File: src/rtl/seq_detect_ctrl_pkg.sv
// Shared types and helpers for the programmable serial-pattern detector.
package seq_detect_ctrl_pkg;

  typedef enum logic [1:0] {
    ST_IDLE = 2'd0,
    ST_RUN  = 2'd1,
    ST_DONE = 2'd2
  } state_e;

  localparam int DEF_MAX_LEN = 8;
  localparam int DEF_CNT_W   = 8;

  // A zero length would make every bit a match, so it is promoted to 1.
  function automatic int clamp_len(input int len, input int max_len);
    if (len < 1) return 1;
    if (len > max_len) return max_len;
    return len;
  endfunction

endpackage

File: src/rtl/seq_detect_ctrl_if.sv
// Host-side bundle of the detector: configuration handshake, control pulses,
// qualified serial stream and status outputs.
interface seq_detect_ctrl_if
  import seq_detect_ctrl_pkg::*;
#(
  parameter int MAX_LEN = DEF_MAX_LEN,
  parameter int CNT_W   = DEF_CNT_W
);
  localparam int LEN_W = $clog2(MAX_LEN + 1);

  logic               cfg_valid;
  logic               cfg_ready;
  logic [MAX_LEN-1:0] cfg_pattern;
  logic [LEN_W-1:0]   cfg_len;
  logic               cfg_overlap;
  logic [CNT_W-1:0]   cfg_thresh;
  logic               start;
  logic               stop;
  logic               bit_valid;
  logic               bit_in;
  logic               match;
  logic [CNT_W-1:0]   match_cnt;
  logic               busy;
  logic               done;
  logic               timeout;

  modport master (
    output cfg_valid, cfg_pattern, cfg_len, cfg_overlap, cfg_thresh,
    output start, stop, bit_valid, bit_in,
    input  cfg_ready, match, match_cnt, busy, done, timeout
  );

  modport slave (
    input  cfg_valid, cfg_pattern, cfg_len, cfg_overlap, cfg_thresh,
    input  start, stop, bit_valid, bit_in,
    output cfg_ready, match, match_cnt, busy, done, timeout
  );

endinterface

File: src/rtl/seq_window_cmp.sv
// Shift window with fill tracking; hit_o is evaluated on the post-shift window
// so the owner can register it as a match pulse.
module seq_window_cmp #(
  parameter int MAX_LEN = 8,
  parameter int LEN_W   = $clog2(MAX_LEN + 1)
) (
  input  logic               clk,
  input  logic               rst_n,
  input  logic               shift_en_i,
  input  logic               clr_i,
  input  logic               fill_clr_i,
  input  logic               no_overlap_i,
  input  logic               bit_i,
  input  logic [MAX_LEN-1:0] pattern_i,
  input  logic [LEN_W-1:0]   len_i,
  output logic               hit_o
);

  logic [MAX_LEN-1:0] window_q, window_d;
  logic [MAX_LEN-1:0] shifted;
  logic [MAX_LEN-1:0] mask;
  logic [LEN_W-1:0]   fill_q, fill_d;
  logic [LEN_W-1:0]   fill_inc;

  for (genvar gi = 0; gi < MAX_LEN; gi++) begin : g_mask
    assign mask[gi] = (LEN_W'(gi) < len_i);
  end

  assign shifted = {window_q[MAX_LEN-2:0], bit_i};

  always_comb begin
    window_d = window_q;
    fill_d   = fill_q;
    hit_o    = 1'b0;
    fill_inc = (fill_q >= LEN_W'(MAX_LEN)) ? fill_q : fill_q + LEN_W'(1);
    if (clr_i) begin
      window_d = '0;
      fill_d   = '0;
    end else if (fill_clr_i) begin
      fill_d = '0;
    end else if (shift_en_i) begin
      window_d = shifted;
      hit_o    = (fill_inc >= len_i) && (((shifted ^ pattern_i) & mask) == '0);
      // Without overlap the matched bits must not contribute to the next match.
      fill_d   = (hit_o && no_overlap_i) ? '0 : fill_inc;
    end
  end

  always_ff @(posedge clk or negedge rst_n) begin
    if (!rst_n) begin
      window_q <= '0;
      fill_q   <= '0;
    end else begin
      window_q <= window_d;
      fill_q   <= fill_d;
    end
  end

endmodule

File: src/rtl/seq_detect_ctrl.sv
// Programmable serial-pattern detection controller (IDLE/RUN/DONE sequencer).
// Optional inter-bit gap timeout is built when SEQ_DETECT_CTRL_TIMEOUT_EN is defined.
module seq_detect_ctrl
  import seq_detect_ctrl_pkg::*;
#(
  parameter int MAX_LEN = DEF_MAX_LEN,
  parameter int CNT_W   = DEF_CNT_W
`ifdef SEQ_DETECT_CTRL_TIMEOUT_EN
  ,
  parameter int TIMEOUT_CYC = 255
`endif
) (
  input logic              clk,
  input logic              rst_n,
  seq_detect_ctrl_if.slave bus
);

  localparam int LEN_W = $clog2(MAX_LEN + 1);

  state_e             state_q;
  logic [MAX_LEN-1:0] pattern_q;
  logic [LEN_W-1:0]   len_q;
  logic               overlap_q;
  logic [CNT_W-1:0]   thresh_q;
  logic               match_q;
  logic [CNT_W-1:0]   cnt_q;
  logic [CNT_W-1:0]   cnt_inc;
  logic               busy_q;
  logic               done_q;
  logic               cfg_ready_q;
  logic               timeout_q;

  logic enter_run;
  logic shift_en;
  logic hit;
  logic to_fire;

  assign enter_run = bus.start && !bus.stop && (state_q != ST_RUN);
  assign shift_en  = (state_q == ST_RUN) && bus.bit_valid;
  assign cnt_inc   = (&cnt_q) ? cnt_q : cnt_q + CNT_W'(1);

`ifdef SEQ_DETECT_CTRL_TIMEOUT_EN
  localparam int GAP_W = $clog2(TIMEOUT_CYC + 1);
  logic [GAP_W-1:0] gap_q;

  assign to_fire = (state_q == ST_RUN) && !bus.bit_valid &&
                   (gap_q == GAP_W'(TIMEOUT_CYC - 1));

  // Restarts after each firing so a long silence pulses repeatedly.
  always_ff @(posedge clk or negedge rst_n) begin
    if (!rst_n) begin
      gap_q <= '0;
    end else if (enter_run || bus.bit_valid || to_fire || state_q != ST_RUN) begin
      gap_q <= '0;
    end else begin
      gap_q <= gap_q + GAP_W'(1);
    end
  end
`else
  assign to_fire = 1'b0;
`endif

  seq_window_cmp #(
    .MAX_LEN (MAX_LEN),
    .LEN_W   (LEN_W)
  ) u_win (
    .clk          (clk),
    .rst_n        (rst_n),
    .shift_en_i   (shift_en),
    .clr_i        (enter_run),
    .fill_clr_i   (to_fire),
    .no_overlap_i (!overlap_q),
    .bit_i        (bus.bit_in),
    .pattern_i    (pattern_q),
    .len_i        (len_q),
    .hit_o        (hit)
  );

  always_ff @(posedge clk or negedge rst_n) begin
    if (!rst_n) begin
      state_q     <= ST_IDLE;
      pattern_q   <= '0;
      len_q       <= '0;
      overlap_q   <= 1'b0;
      thresh_q    <= '0;
      match_q     <= 1'b0;
      cnt_q       <= '0;
      busy_q      <= 1'b0;
      done_q      <= 1'b0;
      cfg_ready_q <= 1'b0;
      timeout_q   <= 1'b0;
    end else begin
      match_q   <= 1'b0;
      timeout_q <= to_fire;
      case (state_q)
        ST_IDLE: begin
          if (bus.cfg_valid && cfg_ready_q) begin
            pattern_q <= bus.cfg_pattern;
            len_q     <= LEN_W'(clamp_len(int'(bus.cfg_len), MAX_LEN));
            overlap_q <= bus.cfg_overlap;
            thresh_q  <= bus.cfg_thresh;
          end
          if (enter_run) begin
            state_q     <= ST_RUN;
            cnt_q       <= '0;
            busy_q      <= 1'b1;
            cfg_ready_q <= 1'b0;
          end else begin
            cfg_ready_q <= 1'b1;
          end
        end
        ST_RUN: begin
          if (bus.stop) begin
            state_q     <= ST_IDLE;
            busy_q      <= 1'b0;
            cfg_ready_q <= 1'b1;
          end else if (hit) begin
            match_q <= 1'b1;
            cnt_q   <= cnt_inc;
            if (thresh_q != '0 && cnt_inc == thresh_q) begin
              state_q <= ST_DONE;
              busy_q  <= 1'b0;
              done_q  <= 1'b1;
            end
          end
        end
        ST_DONE: begin
          if (bus.stop) begin
            state_q     <= ST_IDLE;
            done_q      <= 1'b0;
            cfg_ready_q <= 1'b1;
          end else if (enter_run) begin
            state_q <= ST_RUN;
            cnt_q   <= '0;
            done_q  <= 1'b0;
            busy_q  <= 1'b1;
          end
        end
        default: begin
          state_q     <= ST_IDLE;
          busy_q      <= 1'b0;
          done_q      <= 1'b0;
          cfg_ready_q <= 1'b1;
        end
      endcase
    end
  end

  assign bus.cfg_ready = cfg_ready_q;
  assign bus.match     = match_q;
  assign bus.match_cnt = cnt_q;
  assign bus.busy      = busy_q;
  assign bus.done      = done_q;
  assign bus.timeout   = timeout_q;

endmodule

File: src/flat_wrapper.sv
// flat-port wrapper written by rule: the top's interface ports become plain ports
module seq_detect_ctrl_flat import seq_detect_ctrl_pkg::*;
#(
  parameter int MAX_LEN = DEF_MAX_LEN,
  parameter int CNT_W   = DEF_CNT_W

)
  (clk, rst_n, bus_cfg_valid, bus_cfg_pattern, bus_cfg_len, bus_cfg_overlap, bus_cfg_thresh, bus_start, bus_stop, bus_bit_valid, bus_bit_in, bus_cfg_ready, bus_match, bus_match_cnt, bus_busy, bus_done, bus_timeout);
  seq_detect_ctrl_if #(.MAX_LEN(MAX_LEN), .CNT_W(CNT_W)) bus_i ();
  input logic clk;
  input logic rst_n;
  input wire logic [$bits(bus_i.cfg_valid)-1:0] bus_cfg_valid;
  input wire logic [$bits(bus_i.cfg_pattern)-1:0] bus_cfg_pattern;
  input wire logic [$bits(bus_i.cfg_len)-1:0] bus_cfg_len;
  input wire logic [$bits(bus_i.cfg_overlap)-1:0] bus_cfg_overlap;
  input wire logic [$bits(bus_i.cfg_thresh)-1:0] bus_cfg_thresh;
  input wire logic [$bits(bus_i.start)-1:0] bus_start;
  input wire logic [$bits(bus_i.stop)-1:0] bus_stop;
  input wire logic [$bits(bus_i.bit_valid)-1:0] bus_bit_valid;
  input wire logic [$bits(bus_i.bit_in)-1:0] bus_bit_in;
  output wire logic [$bits(bus_i.cfg_ready)-1:0] bus_cfg_ready;
  output wire logic [$bits(bus_i.match)-1:0] bus_match;
  output wire logic [$bits(bus_i.match_cnt)-1:0] bus_match_cnt;
  output wire logic [$bits(bus_i.busy)-1:0] bus_busy;
  output wire logic [$bits(bus_i.done)-1:0] bus_done;
  output wire logic [$bits(bus_i.timeout)-1:0] bus_timeout;
  assign bus_i.cfg_valid = bus_cfg_valid;
  assign bus_i.cfg_pattern = bus_cfg_pattern;
  assign bus_i.cfg_len = bus_cfg_len;
  assign bus_i.cfg_overlap = bus_cfg_overlap;
  assign bus_i.cfg_thresh = bus_cfg_thresh;
  assign bus_i.start = bus_start;
  assign bus_i.stop = bus_stop;
  assign bus_i.bit_valid = bus_bit_valid;
  assign bus_i.bit_in = bus_bit_in;
  assign bus_cfg_ready = bus_i.cfg_ready;
  assign bus_match = bus_i.match;
  assign bus_match_cnt = bus_i.match_cnt;
  assign bus_busy = bus_i.busy;
  assign bus_done = bus_i.done;
  assign bus_timeout = bus_i.timeout;
  seq_detect_ctrl #(.MAX_LEN(MAX_LEN), .CNT_W(CNT_W)) u_core (.clk(clk), .rst_n(rst_n), .bus(bus_i));
endmodule
File: config.mk
export PLATFORM = sky130hd
export DESIGN_NAME = seq_detect_ctrl_flat
export DESIGN_NICKNAME = d
export VERILOG_FILES = /design/src/rtl/seq_detect_ctrl_pkg.sv /design/src/rtl/seq_detect_ctrl_if.sv /design/src/rtl/seq_window_cmp.sv /design/src/rtl/seq_detect_ctrl.sv /design/src/flat_wrapper.sv
export SDC_FILE = /design/constraint.sdc
export NUM_CORES = 1
export LEC_CHECK = 0
export CAP_MARGIN = 20
export CORE_AREA = 2 2 81 83
export DETAILED_ROUTE_END_ITERATION = 10
export DIE_AREA = 0 0 83 85
export GPL_TIMING_DRIVEN = 0
export MAX_ROUTING_LAYER = met4
export PLACE_DENSITY = 0.65
export REMOVE_ABC_BUFFERS = 1
export SYNTH_ARGS = -nofsm -noshare
export SYNTH_HDL_FRONTEND = slang
export SYNTH_SLANG_ARGS = --single-unit
export TNS_END_PERCENT = 30
File: constraint.sdc
create_clock -name clk -period 3.3 [get_ports clk]
set_input_delay 0.66 -clock clk [delete_from_list [all_inputs] [get_ports clk]]
set_output_delay 0.66 -clock clk [all_outputs]
set_load 0.02 [all_outputs]
==> Yosys cells after proc, flatten, opt, wreduce, memory -nomap -nowiden <==
Cells that the tools add are included.
{ "op_classes": {"addsub": 2, "n_lt_le_gt_ge": 12, "n_eq_ne": 12, "n_mux": 49, "bitwise": 3, "n_reduce_logical": 21} }
{ "op_table": {"columns": ["op", "count"], "rows": [
  ["$mux W8", 5],
  ["$mux W4", 7],
  ["$mux W1", 25],
  ["$pmux W8 S3", 1],
  ["$lt A3 B4 Y1 const A", 4],
  ["$mux W7", 2],
  ["$mux W2", 5],
  ["$add A8 B1 Y8 const B", 1],
  ["$and A8 B8 Y8", 1],
  ["$eq A8 B8 Y1", 1],
  ["$logic_not A8 Y1", 1],
  ["$lt A1 B4 Y1 const A", 2],
  ["$lt A2 B4 Y1 const A", 2],
  ["$reduce_and A8 Y1", 1],
  ["$reduce_bool A8 Y1", 1],
  ["$xor A8 B8 Y8", 1],
  ["$logic_and A1 B1 Y1", 7],
  ["$ne A2 B1 Y1 const B", 3],
  ["$ne A2 B2 Y1 const B", 3],
  ["$ne A3 B2 Y1 const B", 2],
  ["$pmux W1 S3", 2],
  ["$pmux W2 S3", 1],
  ["$reduce_and A5 Y1", 1],
  ["$add A4 B1 Y4 const B", 1],
  ["other kinds (17)", 19]
]} }
{ "word_totals": {"reg_bits": 46, "in_bits": 28, "out_inout_bits": 13, "word_cells": 111} }

==> Logic depth before layout (Yosys ltp) <==
Gate-level depths: netlist (run 1).
{ "logic_depth": {"word_depth": 9, "mapped_depth": 10, "mapped_depth_nobuf": 10} }

==> Cells and area by module <==
A second synthesis (run 1) with hierarchy kept.
{ "unflattened": {"cells_unflattened": 278, "area_unflattened_um2": 2834.0} }
{ "by_module_without_submodules": {"columns": ["mod", "instances", "cells_per_inst", "area_per_inst_um2", "seq_area_each_um2"], "rows": [
  ["seq_detect_ctrl", 1, 187, 1938.1, 875.8],
  ["seq_window_cmp", 1, 91, 895.9, 275.3]
]} }

==> Worst setup path after synthesis (run 1) <==
Ideal clock, no wire load.
{ "synth_timing": {"path_type": "reg2reg", "start": "register u_core.u_win.fill_q[0]", "end": "register u_core.cnt_q[4] (netlist: u_core.bus.match_cnt[4])", "setup_ps": 124, "t_arrival_ps": 2439, "required_time_ps": 3176, "setup_slack_ps": 737, "stages_incl_launch_ff": 11, "n_path_buf": 0, "synth_period_minus_slack_ps": 2563, "path_cell_list": "dfrtp_1 > inv_1 > ha_1 > mux2_2 > ha_1 > a211o_1 > a21oi_1 > nor4_4 > nand3_4 > o211a_1 > a211o_1"} }
{ "synth_between": {"elab_chain_len": 8, "elab_cells_between_ends": 9, "classes_between": "1 x add/sub; 2 x order compare; 1 x eq/ne; 3 x mux; 2 x reduce/logical"} }
{ "synth_rtl": {"columns": ["element", "line", "text"], "rows": [
  ["start, declared", "seq_window_cmp.sv:22", "logic [LEN_W-1:0] fill_q, fill_d;"],
  ["start signal, assigned", "seq_window_cmp.sv:55", "fill_q <= fill_d;"],
  ["$add A4 B1 Y4 / $ge A4 B4 Y1 (equally long branches)", "seq_window_cmp.sv:35", "fill_inc = (fill_q >= LEN_W'(MAX_LEN)) ? fill_q : fill_q + LEN_W'(1);"],
  ["$mux W4 *", "seq_window_cmp.sv:35", null],
  ["$ge A4 B4 Y1 *", "seq_window_cmp.sv:43", "hit_o = (fill_inc >= len_i) && (((shifted ^ pattern_i) & mask) == '0);"],
  ["$logic_and A1 B1 Y1 *", "seq_window_cmp.sv:43", null],
  ["$mux W1 *", "seq_window_cmp.sv:41", "end else if (shift_en_i) begin"],
  ["$mux W1 *", "seq_window_cmp.sv:36", "if (clr_i) begin"],
  ["$ne A2 B1 Y1 (no line) *", null, null],
  ["$reduce_and A4 Y1 (no line) *", null, null],
  ["end signal, assigned", "seq_detect_ctrl.sv:119", "cnt_q <= cnt_inc;"],
  ["end, declared", "seq_detect_ctrl.sv:26", "logic [CNT_W-1:0] cnt_q;"]
]} }
Every way passes the cells marked *; elsewhere a longest branch is shown, timed or not.
A chain may end at the register's enable or synchronous reset.

==> Worst setup path after layout (run 1) <==
{ "layout_timing": {"start": "register u_core.cnt_q[0] (netlist: u_core.bus.match_cnt[0])", "end": "register u_core.busy_q (netlist: u_core.bus.busy)"} }
{ "layout_between": {"elab_chain_len": 6, "elab_cells_between_ends": 7, "classes_between": "1 x add/sub; 2 x eq/ne; 1 x mux; 3 x reduce/logical"} }
{ "layout_rtl": {"columns": ["element", "line", "text"], "rows": [
  ["$add A8 B1 Y8 / $reduce_and A8 Y1 (equally long branches)", "seq_detect_ctrl.sv:40", "assign cnt_inc = (&cnt_q) ? cnt_q : cnt_q + CNT_W'(1);"],
  ["$mux W8 *", "seq_detect_ctrl.sv:40", null],
  ["$eq A8 B8 Y1 *", "seq_detect_ctrl.sv:120", "if (thresh_q != '0 && cnt_inc == thresh_q) begin"],
  ["$logic_and A1 B1 Y1 *", "seq_detect_ctrl.sv:120", null],
  ["$ne A3 B3 Y1 (no line) *", null, null],
  ["$reduce_and A3 Y1 (no line) *", null, null],
  ["end signal, assigned", "seq_detect_ctrl.sv:115", "busy_q <= 1'b0;"],
  ["end signal, assigned", "seq_detect_ctrl.sv:122", "busy_q <= 1'b0;"],
  ["end signal, assigned", "seq_detect_ctrl.sv:136", "busy_q <= 1'b1;"],
  ["end, declared", "seq_detect_ctrl.sv:28", "logic busy_q;"]
]} }
Marks and branches as above.

==> summary.md, run 1 <==
| Metric | Value |
|---|---|
| Commonest non-fill, non-tap cell in the layout | `dfrtp_1` |
| Cell mode on critical path | `nand4_1` |
| Yosys cell types | `just under 60` |
| Critical path origin | `u_core.bus.match_cnt[0]` |
| Tmin final | `approximately 3000 ps` |
| Boundary Pins | `41` |
| RSZ-0062 raised after global routing | `false` |
| IO Port Bufs | `39` |
| Status | `finished, final reports clean` |
| Slew headroom | `52.0%` |
| GR Overflow Total | `0` |
| Clock Skews | `10.3 ps` |
| Max incr delay on CP | `530 ps` |
| Register-to-Register Setup Slack | `approximately 320 ps` |
| Startpoint Class | `register` |
| Share of cells above drive strength 1 | `12.5%` |
| Starting Density | `44.0%` |
| Top cells by area, synth | `dfrtp_1, mux2_2, ha_1` |
| Worst-Margin Slew | `about 720 ps` |
| Max Root-Sink Buffers | `2` |
| Setup TNS | `0 ps` |
| Inst Count DP | `371` |
| Post-Syn Area | `0.00273 mm2` |
| Initial antenna violation count | `0` |
| R2R cell count | `8` |
| Dpl cell area | `0.00318 mm2` |
| Diode count | `0` |
| Max_cap viols | `0` |
| FF-to-FF End | `u_core.bus.busy` |
| Clock Pin Slew Worst Setup and Hold Paths | `roughly 90 ps` |
| Most frequent cells in the layout | `dfrtp_1, clkdlybuf4s50_1, mux2_2` |
| Critical Path RT | `3480 ps` |
| Vias in the first global route | `2,006` |
| Avg Inst Size Synth | `10.3 um2` |
| Final Max Slew Viols | `0` |
| Hold Crit Class | `input port to async pin` |
| Detail Route Antenna Nets | `0` |
| Inserted Clock Buffers | `5` |
| WL/cell | `14.9 um` |
| Dpl hpwl | `4.19 mm` |
| Slowest stage cell, crit path | `nor2_1` |
| Synth-to-Final Area Change | `21.1%` |
| Number of DRC markers in iteration 0 | `160` |
| PwrDens | `729 mW/mm2` |
| Die ar. | `0.00706 mm2` |
| Hold Vio Cnt, Final | `0` |
| GRT Resource Usage Total | `17.8%` |
| CP Cell Sequence | `ha_1 > nand4_1 > nor2_1 > mux2i_1 > xor2_1 > nand4_1 > nor4b_4 > o22ai_1` |
| Final net count | `341` |
| Setup violators final | `0` |
| Routed Wire Length | `5.65 mm` |
| Multi-input logic area | `0.00147 mm2` |
| FF+latch area | `approximately 0.0012 mm2` |
| Peak supply drop | `0.407 mV` |
| GP Congestion | `roughly 0.87` |
| Core area | `0.00620 mm2` |
| CTS sink cnt | `46` |
| EDFF count, synth | `0` |
| Drt first pass iters | `4` |
| Crit path capture | `u_core.bus.busy` |
| Synth top area share | `42.2%` |
| Worst r2r src | `u_core.bus.match_cnt[0]` |
| CTS tree | `yes` |
| Synthesis Warnings | `0` |
| Post-CTS setup buffers | `0` |
| Die Height | `85 um` |
| Area leader, netlist | `dfrtp_1` |
| First-pass GRT wire length | `9.94 mm` |
| Largest net degree at the start of global routing | `30` |
| Fill cell count | `between 500 and 600` |
| Top_reg_cell synth | `dfrtp_1` |
| Post-Layout Cell Count | `380` |
| Hold-fix buffers, CTS | `0` |
| Synth Register Bits | `46` |
| FFs w/ async S/R, synth | `100%` |
| Tot Pwr | `2.41 mW` |
| CP endpoint kind | `register` |
| Number of remaining DRC errors | `0` |
| Crit-path max FO | `9` |
| # H-tree levels | `2` |
| Period utilization | `roughly nine tenths` |
| Number of cell rows | `29` |
| Post-CTS resize count | `0` |
| Sequential fraction of the synthesis area | `42.2%` |
| DR vias/cell | `~5.6` |
| WP data arrival | `3170 ps` |
| Clk Latency, worst-skew pair | `300 ps` |
| CTS Root Cell | `clkbuf_8` |
| Synthesized instance count | `between 200 and 300` |
| Final instance area | `0.00331 mm2` |
| Static Leak | `1.34 nW` |
| Die width | `roughly 83 um` |
| Achievable Freq | `335 MHz` |
| Total number of vias | `2,134` |
| Type of the worst setup path | `register to register` |
worst min-delay path by stage:
stage	slack [ps]	to
floorplan	360	u_core.bus.busy
global placement	490	u_core.overlap_q
detailed placement	500	u_core.overlap_q
CTS	300	u_core.state_q[0]
global route	310	u_core.state_q[0]
finish	300	u_core.bus.match_cnt[6]
worst max-delay path: cells and delay by family (launching register included):
| family | cells | cell delay [ps] |
|---|---|---|
| simple gates | 4 | 1290 |
| flops | 1 | 510 |
| fa+ha+maj | 1 | 360 |
| mux | 1 | 380 |
| compound gates | 1 | 140 |
| xor+xnor | 1 | 170 |
cell usage after synthesis, types with 2 or more instances:
cell type / n
a211o_1: 2
a21oi_1: 6
a22o_1: 9
a2bb2oi_1: 3
a31o_1: 2
a31oi_1: 3
clkbuf_1: 10
dfrtp_1: 46
ha_1: 11
inv_1: 15
mux2_2: 19
mux2i_1: 2
nand2_1: 18
nand2b_1: 6
nand3_1: 9
nand4_1: 5
nor2_1: 14
nor3_1: 4
nor4_1: 4
o211ai_1: 3
o21a_1: 2
o21ai_0: 8
o21ai_1: 6
o221ai_1: 2
o22ai_1: 2
o311ai_1: 2
o31a_1: 2
o31ai_1: 2
o41ai_1: 2
or3_1: 2
xnor2_1: 10
xor2_1: 8
sequential cells by signal, indices dropped and copies added (netlist names):
| name | cells |
|---|---|
| u_core.overlap_q | 1 |
| u_core.pattern_q | 8 |
| u_core.u_win.window_q | 7 |
| u_core.bus.match_cnt | 8 |
| u_core.len_q | 4 |
| u_core.bus.busy | 1 |
| u_core.state_q | 2 |
| u_core.bus.match | 1 |
| u_core.thresh_q | 8 |
| u_core.u_win.fill_q | 4 |
| u_core.bus.cfg_ready | 1 |
| u_core.bus.done | 1 |
cell families after synthesis:
| kind of cell | Yosys count | synth area share, % |
|---|---|---|
| compound gates | 65 | 17.9 |
| xor+xnor | 18 | 5.77 |
| fa+ha+maj | 11 | 5.04 |
| buf+inv | 27 | 3.90 |
| flops | 46 | 42.2 |
| mux | 21 | 8.57 |
| other cells | 1 | 0.137 |
| simple gates | 77 | 16.5 |
layout make-up:
class	count	area share, %
Multi-Input combinational cell	193	44.5
Sequential cell	46	34.8
Timing Repair Buffer	41	12.7
Tap cell	77	2.91
Clock buffer	6	2.19
Inverter	15	1.70
Clock inverter	2	1.14
per-stage QoR:
step                      utilization (%)  hold WS (ps)  setup slack, ps
final                                53.3           296              316
after global routing                 53.3           309             62.7
after CTS                            53.1           302              367
after detailed placement             51.3           500              370
after global placement               51.0           492              230
after floorplan                         -           364              737
metal layers:
layer  GRT usage (%)  share of wire (%)  up-vias  wire length (um)
met5               -                  0        -                 0
met4            5.22                1.3        0                76
met3            4.09                5.7        5               321
met2            25.1                 44       57              2500
met1            25.5                 49     1019              2750
li1                -                  -     1053                 -
power by group:
group	total, mW	switching [mW]	internal (mW)
clock	0.422	0.195	0.226
combinational	1.02	0.523	0.494
sequential	0.971	0.215	0.756
No activity file was read; power rests on OpenSTA's default activity.
==> inputs of run 2 (changes only) <==
--- a/config.mk
+++ b/config.mk
@@ -6,13 +6,14 @@
 export NUM_CORES = 1
 export LEC_CHECK = 0
 export CAP_MARGIN = 20
-export CORE_AREA = 2 2 81 83
+export CORE_AREA = 2 2 87 89
 export DETAILED_ROUTE_END_ITERATION = 10
-export DIE_AREA = 0 0 83 85
+export DIE_AREA = 0 0 89 91
 export GPL_TIMING_DRIVEN = 0
 export MAX_ROUTING_LAYER = met4
-export PLACE_DENSITY = 0.65
+export PLACE_DENSITY = 0.58
 export REMOVE_ABC_BUFFERS = 1
+export SKIP_LAST_GASP = 1
 export SYNTH_ARGS = -nofsm -noshare
 export SYNTH_HDL_FRONTEND = slang
 export SYNTH_SLANG_ARGS = --single-unit
==> run 2 against run 1 <==
Largest power group unchanged. Highest routed layer unchanged. Sequential power is 0.4% lower. Clock skew is 1.9 ps lower. Sequential share of layout area is 0.62 points lower. Cell count is 5.8% higher. Cell area is 1.8% higher. Combinational power hardly changed.
==> summary.md, run 2 (synthesis results as in run 1) <==
| Metric | Value |
|---|---|
| Hold-fix buffers, CTS | `0 (unchanged)` |
| IO Port Bufs | `39 (unchanged)` |
| Commonest non-fill, non-tap cell in the layout | `dfrtp_1` |
| PwrDens | `744 mW/mm2 (+2.1%)` |
| Synth-to-Final Area Change | `23.3%` |
| Share of cells above drive strength 1 | `12.9% (+0.33 points)` |
| Period utilization | `91.6% (+1.2 points)` |
| First-pass GRT wire length | `9.75 mm (-1.9%)` |
| Crit-path max FO | `9 (unchanged)` |
| CTS Root Cell | `clkbuf_8` |
| Post-Layout Cell Count | `402 (+5.8%)` |
| Startpoint Class | `register` |
| RSZ-0062 raised after global routing | `false` |
| Critical path origin | `u_core.bus.match_cnt[0]` |
| Die width | `89 um (+7.2%)` |
| GR Overflow Total | `0 (unchanged)` |
| Number of DRC markers in iteration 0 | `130 (-19%)` |
| Number of remaining DRC errors | `0 (unchanged)` |
| CTS sink cnt | `46 (unchanged)` |
| Diode count | `0 (unchanged)` |
| Die ar. | `0.00810 mm2 (+15%)` |
| Clock Pin Slew Worst Setup and Hold Paths | `90 ps (about the same)` |
| Vias in the first global route | `2,022 (+0.80%)` |
| Max Root-Sink Buffers | `2 (unchanged)` |
| Inserted Clock Buffers | `5 (unchanged)` |
| CTS tree | `yes` |
| Hold slack | `304 ps (+7.60 ps)` |
| Final Util | `47.2% (-6.1 points)` |
| Crit path capture | `u_core.bus.busy` |
| WP data arrival | `3210 ps (+40 ps)` |
| Achievable Freq | `331 MHz (-1.3%)` |
| Static Leak | `1.36 nW (+1.5%)` |
| Register-to-Register Setup Slack | `280 ps (-40 ps)` |
| Detail Route Antenna Nets | `0 (unchanged)` |
| Final net count | `341 (unchanged)` |
| Clock Skews | `8.34 ps (-1.92 ps)` |
| Fill cell count | `696 (+23%)` |
| CP endpoint kind | `register` |
| Boundary Pins | `41 (unchanged)` |
| GP Congestion | `0.878 (+1.1%)` |
| Type of the worst setup path | `register to register` |
| Drt first pass iters | `4 (unchanged)` |
| Most frequent cells in the layout | `dfrtp_1, clkdlybuf4s50_1, mux2_2` |
| FF-to-FF End | `u_core.bus.busy` |
| DR vias/cell | `5.27 (-6.2%)` |
| Worst-Margin Slew | `789 ps (+72.0 ps)` |
| Post-CTS resize count | `0 (unchanged)` |
| Inst Count DP | `393 (+5.9%)` |
| Routed Wire Length | `5.71 mm (+1.1%)` |
| Dpl hpwl | `4.22 mm (+0.66%)` |
| Hold Vio Cnt, Final | `0 (unchanged)` |
| Worst slack at placement | `373 ps (+2.74 ps)` |
| Total number of vias | `2,118 (-0.75%)` |
| Largest net degree at the start of global routing | `29 (-3.3%)` |
| Status | `finished, final reports clean` |
| Setup WS post-layout | `276 ps (-40.3 ps)` |
| # H-tree levels | `2 (unchanged)` |
| Max_cap viols | `0 (unchanged)` |
| Clk Latency, worst-skew pair | `300 ps (about the same)` |
| GRT Resource Usage Total | `15.5% (-2.3 points)` |
| Hold Crit Class | `input port to async pin` |
| Starting Density | `38.3% (-5.7 points)` |
| Number of cell rows | `31 (+6.9%)` |
| Die Height | `91 um (+7.1%)` |
| Final Max Slew Viols | `0 (unchanged)` |
| WL/cell | `14.2 um (-4.4%)` |
| Critical Path RT | `3480 ps (about the same)` |
| Setup violators final | `0 (unchanged)` |
| Slew headroom | `47.2% (-4.8 points)` |
| Worst r2r src | `u_core.bus.match_cnt[0]` |
| Tmin final | `3020 ps (+40.3 ps)` |
| Core area | `0.00714 mm2 (+15%)` |
| Post-CTS setup buffers | `0 (unchanged)` |
| Setup TNS | `0 ps (unchanged)` |
| Peak supply drop | `0.321 mV (-21%)` |
| Initial antenna violation count | `0 (unchanged)` |
| R2R cell count | `8 (unchanged)` |
==> run 2: worst max-delay path, cell delays in order (launching register included) <==
cell	delay [ps]
dfrtp_1	510
ha_1	400
nand4_1	170
nor2_1	510
mux2i_1	370
xor2_1	170
nand4_1	250
nor4b_4	380
o22ai_1	140
==> run 2: per-layer routing <==
metal	part of all wire, %	up-vias	global-route usage [%]
met3	4.6	5	3.00
li1	-	1052	-
met1	50	1008	22.4
met2	44	53	22.0
met4	1.0	0	4.73
met5	0	-	-
==> run 2: worst min path at each step <==
| stage | from | to | slack, ps | cells past startpoint |
|---|---|---|---|---|
| after floorplan | rst_n | u_core.bus.busy | 360 | 0 |
| after global placement | u_core.overlap_q | u_core.overlap_q | 490 | 1 |
| after detailed placement | u_core.overlap_q | u_core.overlap_q | 500 | 1 |
| after CTS | rst_n | u_core.bus.match_cnt[6] | 320 | 1 |
| after global routing | rst_n | u_core.bus.match_cnt[6] | 340 | 1 |
| final | rst_n | u_core.bus.match_cnt[6] | 300 | 1 |
==> run 2: through the flow <==
stage	instance area, um2	power (mW)
floorplan	2680	1.70
global placement	3190	1.98
detailed placement	3210	2.00
CTS	3350	2.52
global route	3370	2.70
finish	3370	2.51
==> run 2: layout make-up <==
type | instances | area [um2] | share of cell area, %
tap | 99 | 124 | 3.68
clock inverter | 2 | 60.1 | 1.78
timing repair buffer | 41 | 420 | 12.5
multi-input combinational | 193 | 1470 | 43.7
inverter | 15 | 56.3 | 1.67
sequential | 46 | 1150 | 34.2
clock buffer | 6 | 82.6 | 2.45
==> run 2: power breakdown <==
part           switching (mW)  internal [mW]  leakage, nW
Combinational           0.527          0.495        0.704
Sequential              0.211          0.756        0.586
Clock                   0.193          0.323       0.0714
